[src/rtl/dac_seq_ctrl.sv]
// Sample-rate-paced DAC feeder: FIFO of 10-bit codes popped once per sample period,
// driven onto the DAC input register, with a settle counter reporting a valid output.
module dac_seq_ctrl #(
   parameter int unsigned CLKDIV_WIDTH = 8,
   parameter int unsigned FIFO_AW      = 4
) (
   input  logic                    clk,
   input  logic                    rst_n,
   input  logic                    en,
   input  logic [CLKDIV_WIDTH-1:0] clkdiv,
   input  logic [3:0]              swidth,
   input  logic                    wr,
   input  logic [9:0]              wdata,
   input  logic [FIFO_AW:0]        fifo_threshold,
   input  logic                    clr_flags,
   output logic [9:0]              dac_data,
   output logic                    dac_load,
   output logic                    dac_valid,
   output logic                    fifo_full,
   output logic                    fifo_empty,
   output logic [FIFO_AW:0]        fifo_level,
   output logic                    fifo_below,
   output logic                    underrun,
   output logic                    tick_miss
);

   localparam int unsigned Depth = 2 ** FIFO_AW;
   localparam logic [FIFO_AW:0] LevelFull = (FIFO_AW + 1)'(Depth);

   typedef enum logic {StIdle, StSettle} state_e;

   state_e                  state_q, state_d;
   logic [CLKDIV_WIDTH-1:0] ctr_q, ctr_d;
   logic [3:0]              scnt_q, scnt_d;
   logic [9:0]              dac_data_q, dac_data_d;
   logic                    dac_load_q, dac_load_d;
   logic                    dac_valid_q, dac_valid_d;
   logic                    underrun_q, underrun_d;
   logic                    tick_miss_q, tick_miss_d;
   logic [FIFO_AW-1:0]      wptr_q, wptr_d;
   logic [FIFO_AW-1:0]      rptr_q, rptr_d;
   logic [FIFO_AW:0]        level_q, level_d;
   logic [9:0]              mem_q [Depth];

   logic tick, push, pop, set_underrun, set_miss;

   assign tick = en & (ctr_q == clkdiv);

   always_comb begin
      state_d      = state_q;
      ctr_d        = ctr_q;
      scnt_d       = scnt_q;
      dac_data_d   = dac_data_q;
      dac_load_d   = 1'b0;
      dac_valid_d  = dac_valid_q;
      pop          = 1'b0;
      set_underrun = 1'b0;
      set_miss     = 1'b0;

      if (!en) begin
         ctr_d   = '0;
         state_d = StIdle;
         scnt_d  = '0;
      end else begin
         ctr_d = tick ? '0 : ctr_q + 1'b1;
         unique case (state_q)
            StIdle: begin
               // Empty check uses registered level, so a same-cycle push cannot be popped.
               if (tick) begin
                  if (fifo_empty) begin
                     set_underrun = 1'b1;
                  end else begin
                     pop         = 1'b1;
                     dac_data_d  = mem_q[rptr_q];
                     dac_load_d  = 1'b1;
                     dac_valid_d = 1'b0;
                     scnt_d      = '0;
                     state_d     = StSettle;
                  end
               end
            end
            StSettle: begin
               if (tick) set_miss = 1'b1;
               if (scnt_q == swidth) begin
                  dac_valid_d = 1'b1;
                  state_d     = StIdle;
               end else begin
                  scnt_d = scnt_q + 1'b1;
               end
            end
            default: state_d = StIdle;
         endcase
      end

      push   = wr & ~fifo_full;
      wptr_d = push ? wptr_q + 1'b1 : wptr_q;
      rptr_d = pop ? rptr_q + 1'b1 : rptr_q;
      unique case ({push, pop})
         2'b10:   level_d = level_q + 1'b1;
         2'b01:   level_d = level_q - 1'b1;
         default: level_d = level_q;
      endcase

      // Set wins over a coincident clear.
      underrun_d  = (underrun_q & ~clr_flags) | set_underrun;
      tick_miss_d = (tick_miss_q & ~clr_flags) | set_miss;
   end

   always_ff @(posedge clk or negedge rst_n) begin
      if (!rst_n) begin
         state_q     <= StIdle;
         ctr_q       <= '0;
         scnt_q      <= '0;
         dac_data_q  <= '0;
         dac_load_q  <= 1'b0;
         dac_valid_q <= 1'b0;
         underrun_q  <= 1'b0;
         tick_miss_q <= 1'b0;
         wptr_q      <= '0;
         rptr_q      <= '0;
         level_q     <= '0;
      end else begin
         state_q     <= state_d;
         ctr_q       <= ctr_d;
         scnt_q      <= scnt_d;
         dac_data_q  <= dac_data_d;
         dac_load_q  <= dac_load_d;
         dac_valid_q <= dac_valid_d;
         underrun_q  <= underrun_d;
         tick_miss_q <= tick_miss_d;
         wptr_q      <= wptr_d;
         rptr_q      <= rptr_d;
         level_q     <= level_d;
      end
   end

   // Storage needs no reset; the pointers define what is valid.
   always_ff @(posedge clk) begin
      if (push) mem_q[wptr_q] <= wdata;
   end

   assign dac_data   = dac_data_q;
   assign dac_load   = dac_load_q;
   assign dac_valid  = dac_valid_q;
   assign fifo_level = level_q;
   assign fifo_empty = (level_q == '0);
   assign fifo_full  = (level_q == LevelFull);
   assign fifo_below = (level_q < fifo_threshold);
   assign underrun   = underrun_q;
   assign tick_miss  = tick_miss_q;

endmodule
[config.mk]
export PLATFORM = sky130hd
export DESIGN_NAME = dac_seq_ctrl
export DESIGN_NICKNAME = d
export VERILOG_FILES = /design/src/rtl/dac_seq_ctrl.sv
export SDC_FILE = /design/constraint.sdc
export NUM_CORES = 1
export LEC_CHECK = 0
export BUFFER_PORTS_ARGS = -buffer_cell sky130_fd_sc_hd__buf_4
export CELL_PAD_IN_SITES_DETAIL_PLACEMENT = 0
export CELL_PAD_IN_SITES_GLOBAL_PLACEMENT = 1
export CORE_ASPECT_RATIO = 0.5
export CORE_UTILIZATION = 40
export CTS_BUF_LIST = sky130_fd_sc_hd__clkbuf_8
export DETAILED_ROUTE_END_ITERATION = 7
export PLACE_DENSITY_LB_ADDON = 0.1
export SYNTH_ARGS = -nofsm -noshare
export SYNTH_HDL_FRONTEND = slang
export SYNTH_SLANG_ARGS = --single-unit
[constraint.sdc]
create_clock -name clk -period 3.15 [get_ports clk]
set_input_delay 0.315 -clock clk [delete_from_list [all_inputs] [get_ports clk]]
set_output_delay 0.315 -clock clk [all_outputs]
set_load 0.01 [all_outputs]
== Word-level counts from Yosys, hierarchy flattened ==
Memory sizes are Yosys's and may differ from the RTL's. A register that Yosys moved wholly into a read port is not among the register bits.
Index checks and enable logic that the tools add are counted.

* Bits in registers: 30
* Bits in writable memories: 160
* Bits of input ports: 32
* Output and inout bits: 22
* Memories kept: 1

{| class="wikitable"
|+ Memory list
! name !! words !! width !! read ports !! clocked after memory_dff !! wr ports !! RTL line !! text
|-
| mem_q || 16 || 10 || 1 || 1 || 1 || 43 || <nowiki>logic [9:0] mem_q [Depth];</nowiki>
|}

* $add $sub $neg: 6
* Magnitude comparators: 1
* Equal/unequal tests: 11
* Mux-type cells: 28
* Bitwise operators: 10
* Reduce and logical (&&, ||, !) cells: 6

{| class="wikitable"
|+ Operators by type and width
! kind !! number
|-
| 1-bit two-way mux || 18
|-
| 4-bit two-way mux || 4
|-
| 8-bit two-way mux || 2
|-
| 4-bit by 1-bit adder with 4-bit output, second input constant || 3
|-
| 5-bit case mux with 2 select lines || 1
|-
| 3-bit != test, second input constant || 3
|-
| 8-bit by 1-bit adder with 8-bit output, second input constant || 1
|-
| 8-bit == test || 1
|-
| 4-bit case mux with 2 select lines || 1
|-
| 4-bit AND reduction || 2
|-
| 5-bit by 1-bit adder with 5-bit output, second input constant || 1
|-
| 5-bit == test, second input constant || 1
|-
| 5-bit zero test || 1
|-
| 5-bit less-than comparator || 1
|-
| 5-bit by 1-bit subtractor with 5-bit output, second input constant || 1
|-
| 1-bit AND || 4
|-
| 4-bit == test || 1
|-
| 2-bit != test, second input constant || 2
|-
| 1-bit NOT || 4
|-
| 1-bit case mux with 2 select lines || 2
|-
| 3-bit AND reduction || 1
|-
| 2-bit by 1-bit == test with 1-bit output, second input constant || 1
|-
| 2-bit == test, second input constant || 1
|-
| 2-bit by 1-bit != test with 1-bit output, second input constant || 1
|-
| 3 further kinds || 4
|}

== Depth between registers and ports, before layout ==
Gate-level depths: netlist of the first run.

* Depth after elaboration: 7
* Mapped depth: 12

== Worst setup path after synthesis of the first run ==
No wires, ideal clock.

* Path kind: register to register
* Start point: register level_q[0], in the netlist fifo_level[0]
* End point: register level_q[4], in the netlist fifo_level[4]
* Library setup time: 129 ps
* Data arrival time: 2738 ps
* Data required time: 3021 ps
* Slack: 283 ps
* Stages on the path, launching flop included: 13
* Buffers on the path: 2
* Period minus slack after synthesis: 2867 ps
* Path through: dfrtp_1 nor4_1 nor2b_1 buf_2 nor4b_4 buf_4 ha_1 ha_1 a21o_1 a21oi_1 xor2_1 nor2_1 xor2_1

* Cells in the longest elaborated chain, start to end: 7
* Elaborated cells between the ends (all ways): 14
* Those cells by class: 2 x add/sub; 3 x eq/ne; 5 x mux; 2 x bitwise; 2 x reduce/logical

{| class="wikitable"
|+ Ends and longest elaborated chain
! item !! RTL line !! text
|-
| start: declaration || 42 || <nowiki>logic [FIFO_AW:0] level_q, level_d;</nowiki>
|-
| start signal: assignment || 133 || <nowiki>level_q <= level_d;</nowiki>
|-
| 5-bit zero test (*) || 146 || <nowiki>assign fifo_empty = (level_q == '0);</nowiki>
|-
| net fifo_empty || 20 || <nowiki>output logic fifo_empty,</nowiki>
|-
| 1-bit two-way mux (*) (4 in a row) || n/a ||
|-
| net dac_load_d || 36 || <nowiki>logic dac_load_q, dac_load_d;</nowiki>
|-
| 2-bit by 1-bit == test with 1-bit output or 2-bit == test (tied branches) || 98 || <nowiki>unique case ({push, pop})</nowiki>
|-
| 5-bit case mux with 2 select lines or 2-bit nonzero test (tied branches) || n/a ||
|}

Mark *: on every way through the listed nets, which the timed path passes. The rest lies on a longest branch.
A chain may end at the register's enable or synchronous reset.

== Worst setup path after layout of the first run ==
* Start point: register level_q[1], in the netlist fifo_level[1]
* End point: register level_q[4], in the netlist fifo_level[4]

* Cells in the longest elaborated chain, start to end: 7
* Elaborated cells between the ends (all ways): 14
* Those cells by class: 2 x add/sub; 3 x eq/ne; 5 x mux; 2 x bitwise; 2 x reduce/logical

{| class="wikitable"
|+ Ends and longest elaborated chain
! item !! RTL line !! text
|-
| 5-bit zero test || 146 ||
|-
| 1-bit two-way mux || 70 || <nowiki>if (fifo_empty) begin</nowiki>
|-
| 1-bit two-way mux || 69 || <nowiki>if (tick) begin</nowiki>
|-
| 1-bit two-way mux || 66 || <nowiki>unique case (state_q)</nowiki>
|-
| 1-bit two-way mux || 60 || <nowiki>if (!en) begin</nowiki>
|-
| 2-bit by 1-bit == test with 1-bit output or 2-bit == test (tied branches) || 98 ||
|-
| 5-bit case mux with 2 select lines or 2-bit nonzero test (tied branches) || n/a ||
|}

Several ways; a longest one is shown, not always the timed one.

==> run_results.csv, run 1 <==
group,metric,value,unit
run_status,outcome,"finished clean",
layout,drive_gt1_frac,0.252,
grt,first_global_vias,4480,
floorplan,dieArea,21300,um2
synth,synth_compound_area_frac,0.0519,
setup_path,cp_data_arrival_time,3160,ps
sta,finalHoldViolCount,0,
floorplan,die_y,104,um
synth,synth_top_family_by_area,"multiplexers",
synth,synth_simple_gate_area_frac,0.0713,
routing,met1_length,8280,um
grt,track_usage,0.172,
synth,syn_area,8290,um2
clocking,cts_buffer_depth,2,
place,port_buffers,53,
synth,yosysUniqueCellTypes,39,
floorplan,initial_core_util,0.417,
worst_hold_path,hp-class,"input port to register",
setup_path,cp-end-kind,"register",
sta,clock_skew,29.6,ps
synth,synth_cells,519,
setup_path,cp_max_fo,6,
routing,top_layer,"met4",
grt,grt_first_pass_wirelength,26800,um
synth,synth_nets,567,
floorplan,io_pins,54,
synth,synth-xor-area-share,0.0328,
routing,routed_wl,16900,um
power_and_ir_drop,p_per_area,649,nW/um2
clocking,cts_sinks,200,
synth,synth_top_cell_by_area,"edfxtp_1",
synth,yosys_most_used_dff,"edfxtp_1",
floorplan,coreArea,19900,um2
setup_path,critPathKind,"register to register",
floorplan,die_x,206,um
grt,grt_max_degree,64,
routing,vias,4423,
synth,muxShareOfSynthArea,0.0965,
floorplan,std_cell_rows,36,
sta,fmax,355,MHz
synth,ys_top_cells_by_area,"edfxtp_1 58%, dfrtp_1 12%, mux4_2 8.2%, ha_1 2.3%, xnor2_1 2.1%",
sta,whs,117,ps
layout,area_delta_synth_final,14.1,%
power_and_ir_drop,p_leak,0.00338,uW
layout,nNetsFinal,630,
clocking,clk_latency,480,ps
synth,netlist.area_leader.share,0.580,
grt,antenna_found_initial,0,
sta,final_max_slew_viol_count,0,
sta,finalSetupViolations,0,
routing,ant_nets,0,
layout,antenna_cells,0,
sta,fin_setup_tns,0,ps
setup_path,startpoint_type,"register",
power_and_ir_drop,peakVddDrop,224,uV
synth,synth_edf_count,160,
clocking,post-cts-setup-buffer-count,0,
synth,ys_seq_elements,200,
clocking,cts_root_buf,"clkbuf_8",
place,gp_congestion,0.755,
routing,routedWlPerCell,19.6,um
synth,synth_area_per_cell,16.0,um2
routing,wl_met2,7510,um
synth,synth-adder-area-share,0.0251,
sta,rsz0062_at_grt,"false",
sta,finalWorstPathRequiredPeriod,2820,ps
sta,tightestPinTransition,1130,ps
clocking,htree_num_levels,4,
grt,grt_overflow,0,
routing,drc,0,
sta,maxSlewHeadroom,0.245,
clocking,cts_resized,0,
synth,seq_area_frac_synth,0.701,
routing,wl_met3,1000,um
clocking,cts_tree,"yes",
clocking,clk_pin_slew_worst_paths,110,ps
setup_path,crit_required,3490,ps
synth,synthArstFlopShare,0.200,
routing,detail_route.iter0.violations,260,
clocking,cts_made_buffers,17,
sta,period_share,0.895,
routing,firstDrtPassIters,4,
routing,vias_per_cell,5.14,
job,max_cap_viol_count,0,
place,hpwlAfterDp,10900,um
synth,yosysWarningCount,0,
[final timing paths]
path | startpoint | end | slack [ps] | cells past startpoint
min in group asynchronous | rst_n | fifo_level[2] | 360 | 2
worst max-delay path | fifo_level[1] | fifo_level[4] | 330 | 10
worst min-delay path | en | state_q | 120 | 2
worst min register to register | dac_data[6] | dac_data[6] | 530 | 2
worst max register to register | fifo_level[1] | fifo_level[4] | 330 | 10
max in group asynchronous | rst_n | rptr_q[0] | 2400 | 2
[critical path, stage by stage (launching register included)]
cell and delay [ps]:
dfrtp_1 460, nor4_1 420, nor2b_1 300, nor4b_4 80, ha_1 290, fa_1 420
a21o_1 190, a21oi_1 160, xor2_1 160, nor2_1 60, xor2_1 140
[cells in the final DEF, fill, tap and decap left out, drive strengths merged, types with 12 or more instances in the layout]
cell | netlist | final
nor3 | 14 | 14
o22ai | 12 | 12
buf | 14 | 67
nand2 | 45 | 45
ha | 15 | 15
mux4 | 30 | 30
dfrtp | 40 | 40
inv | 14 | 22
nor2 | 31 | 31
edfxtp | 160 | 160
xnor2 | 20 | 20
a21oi | 24 | 24
clkbuf | 11 | 17
[cell families (layout without fill, tap and decap cells)]
kind of cell	after synthesis	count (layout)
multiplexers	41	41
XOR/XNOR	31	31
AO/OA/AOI/OAI	66	66
adder cells (fa/ha/maj)	16	16
AND/OR/NAND/NOR	126	126
buffers and inverters	39	115
flip-flops	200	200
[synthesized netlist by cell type (10+ instances only)]
| cell | count |
|---|---|
| ha_1 | 15 |
| dfrtp_1 | 40 |
| xor2_1 | 11 |
| nor2b_1 | 11 |
| a211oi_1 | 10 |
| mux2_2 | 11 |
| a21oi_1 | 18 |
| mux4_2 | 30 |
| nor3_1 | 14 |
| o22ai_1 | 12 |
| inv_1 | 14 |
| nor2_1 | 31 |
| clkbuf_1 | 11 |
| xnor2_1 | 20 |
| edfxtp_1 | 160 |
| nand2_1 | 45 |
[state kept, by name, summed over array words and instances (netlist names)]
register,flops
ctr_q,8
dac_data,10
dac_load,1
dac_valid,1
fifo_level,5
mem_q,160
rptr_q,4
scnt_q,4
state_q,1
tick_miss,1
underrun,1
wptr_q,4
[layout make-up]
type,count,area (um2)
inverter,14,52.6
sequential,200,5810
clock buffer,17,234
tap,266,333
multi-input combinational,280,2300
fill,1689,10400
clock inverter,15,190
timing repair buffer,69,536
[where the power goes]
part	leakage, uW	internal (uW)	switching [uW]
Sequential	0.00197	3150	146
Combinational	0.00120	486	652
Clock	0.000211	626	1070
Total	0.00338	4260	1870
[routing by layer]
metal  GRT usage  vias to the layer above
met5           0                        -
met4      0.0492                        0
met3      0.0337                        6
met2       0.246                      101
met1       0.263                     2228
li1            -                     2088
[repair_timing]
item	CTS	global route
setup endpoints to repair	0	0
hold endpoints to repair	42	0
hold buffers	2	0
[per-stage QoR]
stage	setup slack [ps]	utilization	area (um2)	cells	power [uW]
after detailed placement	338	0.453	9010	827	4520
after global placement	377	0.453	9010	827	4510
final	332	0.476	9450	861	6130
after global routing	40.5	0.476	9450	861	6460
after CTS	306	0.476	9450	861	6220
after floorplan	283	-	8290	519	4040
No activity file was read; power rests on OpenSTA's default activity.
==> run 2, diff against run 1 <==
- CORE_UTILIZATION: 40 -> 53
- clock period: 3.15 -> 2.8 ns (I/O delays scaled with it)
==> run_results.csv, run 2 (synthesized netlist as in run 1, its figures left out) <==
group,metric,value,unit
setup_path,critPathKind,"register to register",
setup_path,cp_data_arrival_time,2940,ps
clocking,clk_latency,470,ps
worst_hold_path,hold_depth,2,
layout,nNetsFinal,633,
layout,top_register,"mem_q",
worst_hold_path,hp-class,"input port to register",
sta,final_max_slew_viol_count,0,
grt,grt_max_degree,41,
grt,use_met3,0.0488,
layout,antenna_cells,0,
setup_path,cp-end-kind,"register",
sta,fmax,386,MHz
layout,final_cell_mix,"160 x edfxtp_1, 68 x buf_4, 45 x nand2_1",
setup_path,startpoint_type,"register",
floorplan,initial_core_util,0.558,
clocking,clk_pin_slew_worst_paths,100,ps
clocking,cts_root_buf,"clkbuf_8",
setup_path,ff2ff_setup_slack,210,ps
clocking,cts_made_buffers,17,
routing,drc,0,
power_and_ir_drop,p_leak,0.00340,uW
sta,maxSlewHeadroom,0.218,
layout,area_delta_synth_final,13.8,%
run_status,outcome,"finished clean",
clocking,post-cts-setup-buffer-count,0,
grt,grtUsageMet1,0.330,
grt,antenna_found_initial,0,
grt,grt_overflow,0,
sta,finalHoldViolCount,0,
job,max_cap_viol_count,0,
sta,clock_skew,14.8,ps
setup_path,cp_max_fo,6,
routing,vias,4543,
sta,finalSetupViolations,0,
floorplan,std_cell_rows,31,
routing,ant_nets,0,
layout,final_common_cell,"edfxtp_1",
worst_hold_path,hold_path_end,"state_q",
grt,grt_use_met2,0.323,
worst_hold_path,worstHoldStart,"en",
setup_path,reg2reg_to,"fifo_level[4]",
layout,largest_reg_flops,160,
setup_path,reg2reg_depth,10,
setup_path,crit_required,3150,ps
clocking,cts_tree,"yes",
place,gp_congestion,0.773,
clocking,cts_sinks,200,
floorplan,io_pins,54,
layout,final_util,0.635,
floorplan,dieArea,16200,um2
grt,grt_first_pass_wirelength,25400,um
sta,fin_setup_tns,0,ps
sta,rsz0062_at_grt,"false",
sta,tightestPinTransition,1170,ps
layout,drive_gt1_frac,0.264,
grt,busiest_layer,"met1",
routing,detail_route.iter0.violations,304,
place,port_buffers,53,
floorplan,die_x,179,um
floorplan,coreArea,14900,um2
grt,first_global_vias,4461,
routing,routed_wl,16400,um
grt,track_usage,0.219,
clocking,cts_buffer_depth,2,
routing,routedWlPerCell,20.6,um
sta,finalWorstPathRequiredPeriod,2590,ps
layout,n_fill_cell,1099,
routing,firstDrtPassIters,4,
sta,period_share,0.925,
clocking,htree_num_levels,4,
place,hpwlAfterDp,10600,um
power_and_ir_drop,p_per_area,730,nW/um2
power_and_ir_drop,peakVddDrop,300,uV
floorplan,die_y,90.4,um
setup_path,r2r-start,"fifo_level[1]",
routing,vias_per_cell,5.71,
-- run 2: changes by cell type in the layout (fill, tap and decap cells not counted), sizes merged --
cell    before  now
inv         22   18
buf         67   70
clkinv       7   10
bufinv       0    1
-- run 2: worst max path at each step --
stage / from / endpoint / slack (ps) / cells after the start
after global placement: fifo_level[1] / fifo_level[4] / 140 / 10
final: fifo_level[1] / fifo_level[4] / 210 / 10
after floorplan: fifo_level[3] / fifo_level[4] / 20 / 12
after global routing: ctr_q[6] / fifo_level[4] / 40 / 10
after detailed placement: fifo_level[1] / fifo_level[4] / 110 / 10
after CTS: fifo_level[1] / fifo_level[4] / 80 / 10
-- run 2: what timing repair did --
action	in CTS	in global routing
gates resized for setup	0	2
setup endpoints to repair	0	1
hold buffers	2	0
hold endpoints to repair	42	0
-- run 2: power by group --
group / internal (uW) / switching (uW) / total [uW]
registers: 3550 / 211 / 3760
logic: 550 / 690 / 1240
clock network: 770 / 1120 / 1890
-- run 2: per-layer routing --
metal  vias up  wire, um  part of all wire
li1       2085         -                 -
met1      2292      8060              0.49
met2       147      7210              0.44
met3        19       956             0.058
met4         0       163            0.0099
met5         -         0                 0
-- run 2: worst max-delay path, cell delays in order (launching register included) --
cell,delay (ps)
dfrtp_2,460
nor4_2,310
nor2b_2,260
nor4b_4,70
ha_2,240
fa_1,420
a21o_1,190
a21oi_1,160
xor2_1,160
nor2_1,70
xor2_1,140
-- run 2: cell type report --
cell class / instances / area, um2 / share of cell area
Clock buffer: 17 / 234 / 0.0248
Clock inverter: 15 / 204 / 0.0216
Inverter: 14 / 52.6 / 0.00557
Multi-Input combinational cell: 280 / 2310 / 0.245
Sequential cell: 200 / 5810 / 0.616
Tap cell: 198 / 248 / 0.0263
Timing Repair Buffer: 72 / 571 / 0.0605
-- run 2: per-stage QoR --
step	cell area (um2)	hold slack (ps)	instances	setup slack [ps]	power [uW]
after detailed placement	8960	296	762	107	5060
after global placement	8960	298	762	143	5030
after CTS	9420	51.1	796	82.3	6940
after global routing	9430	59.3	796	37.3	7210
after floorplan	8290	-15.6	519	20.4	4550
final	9430	80.8	796	211	6890
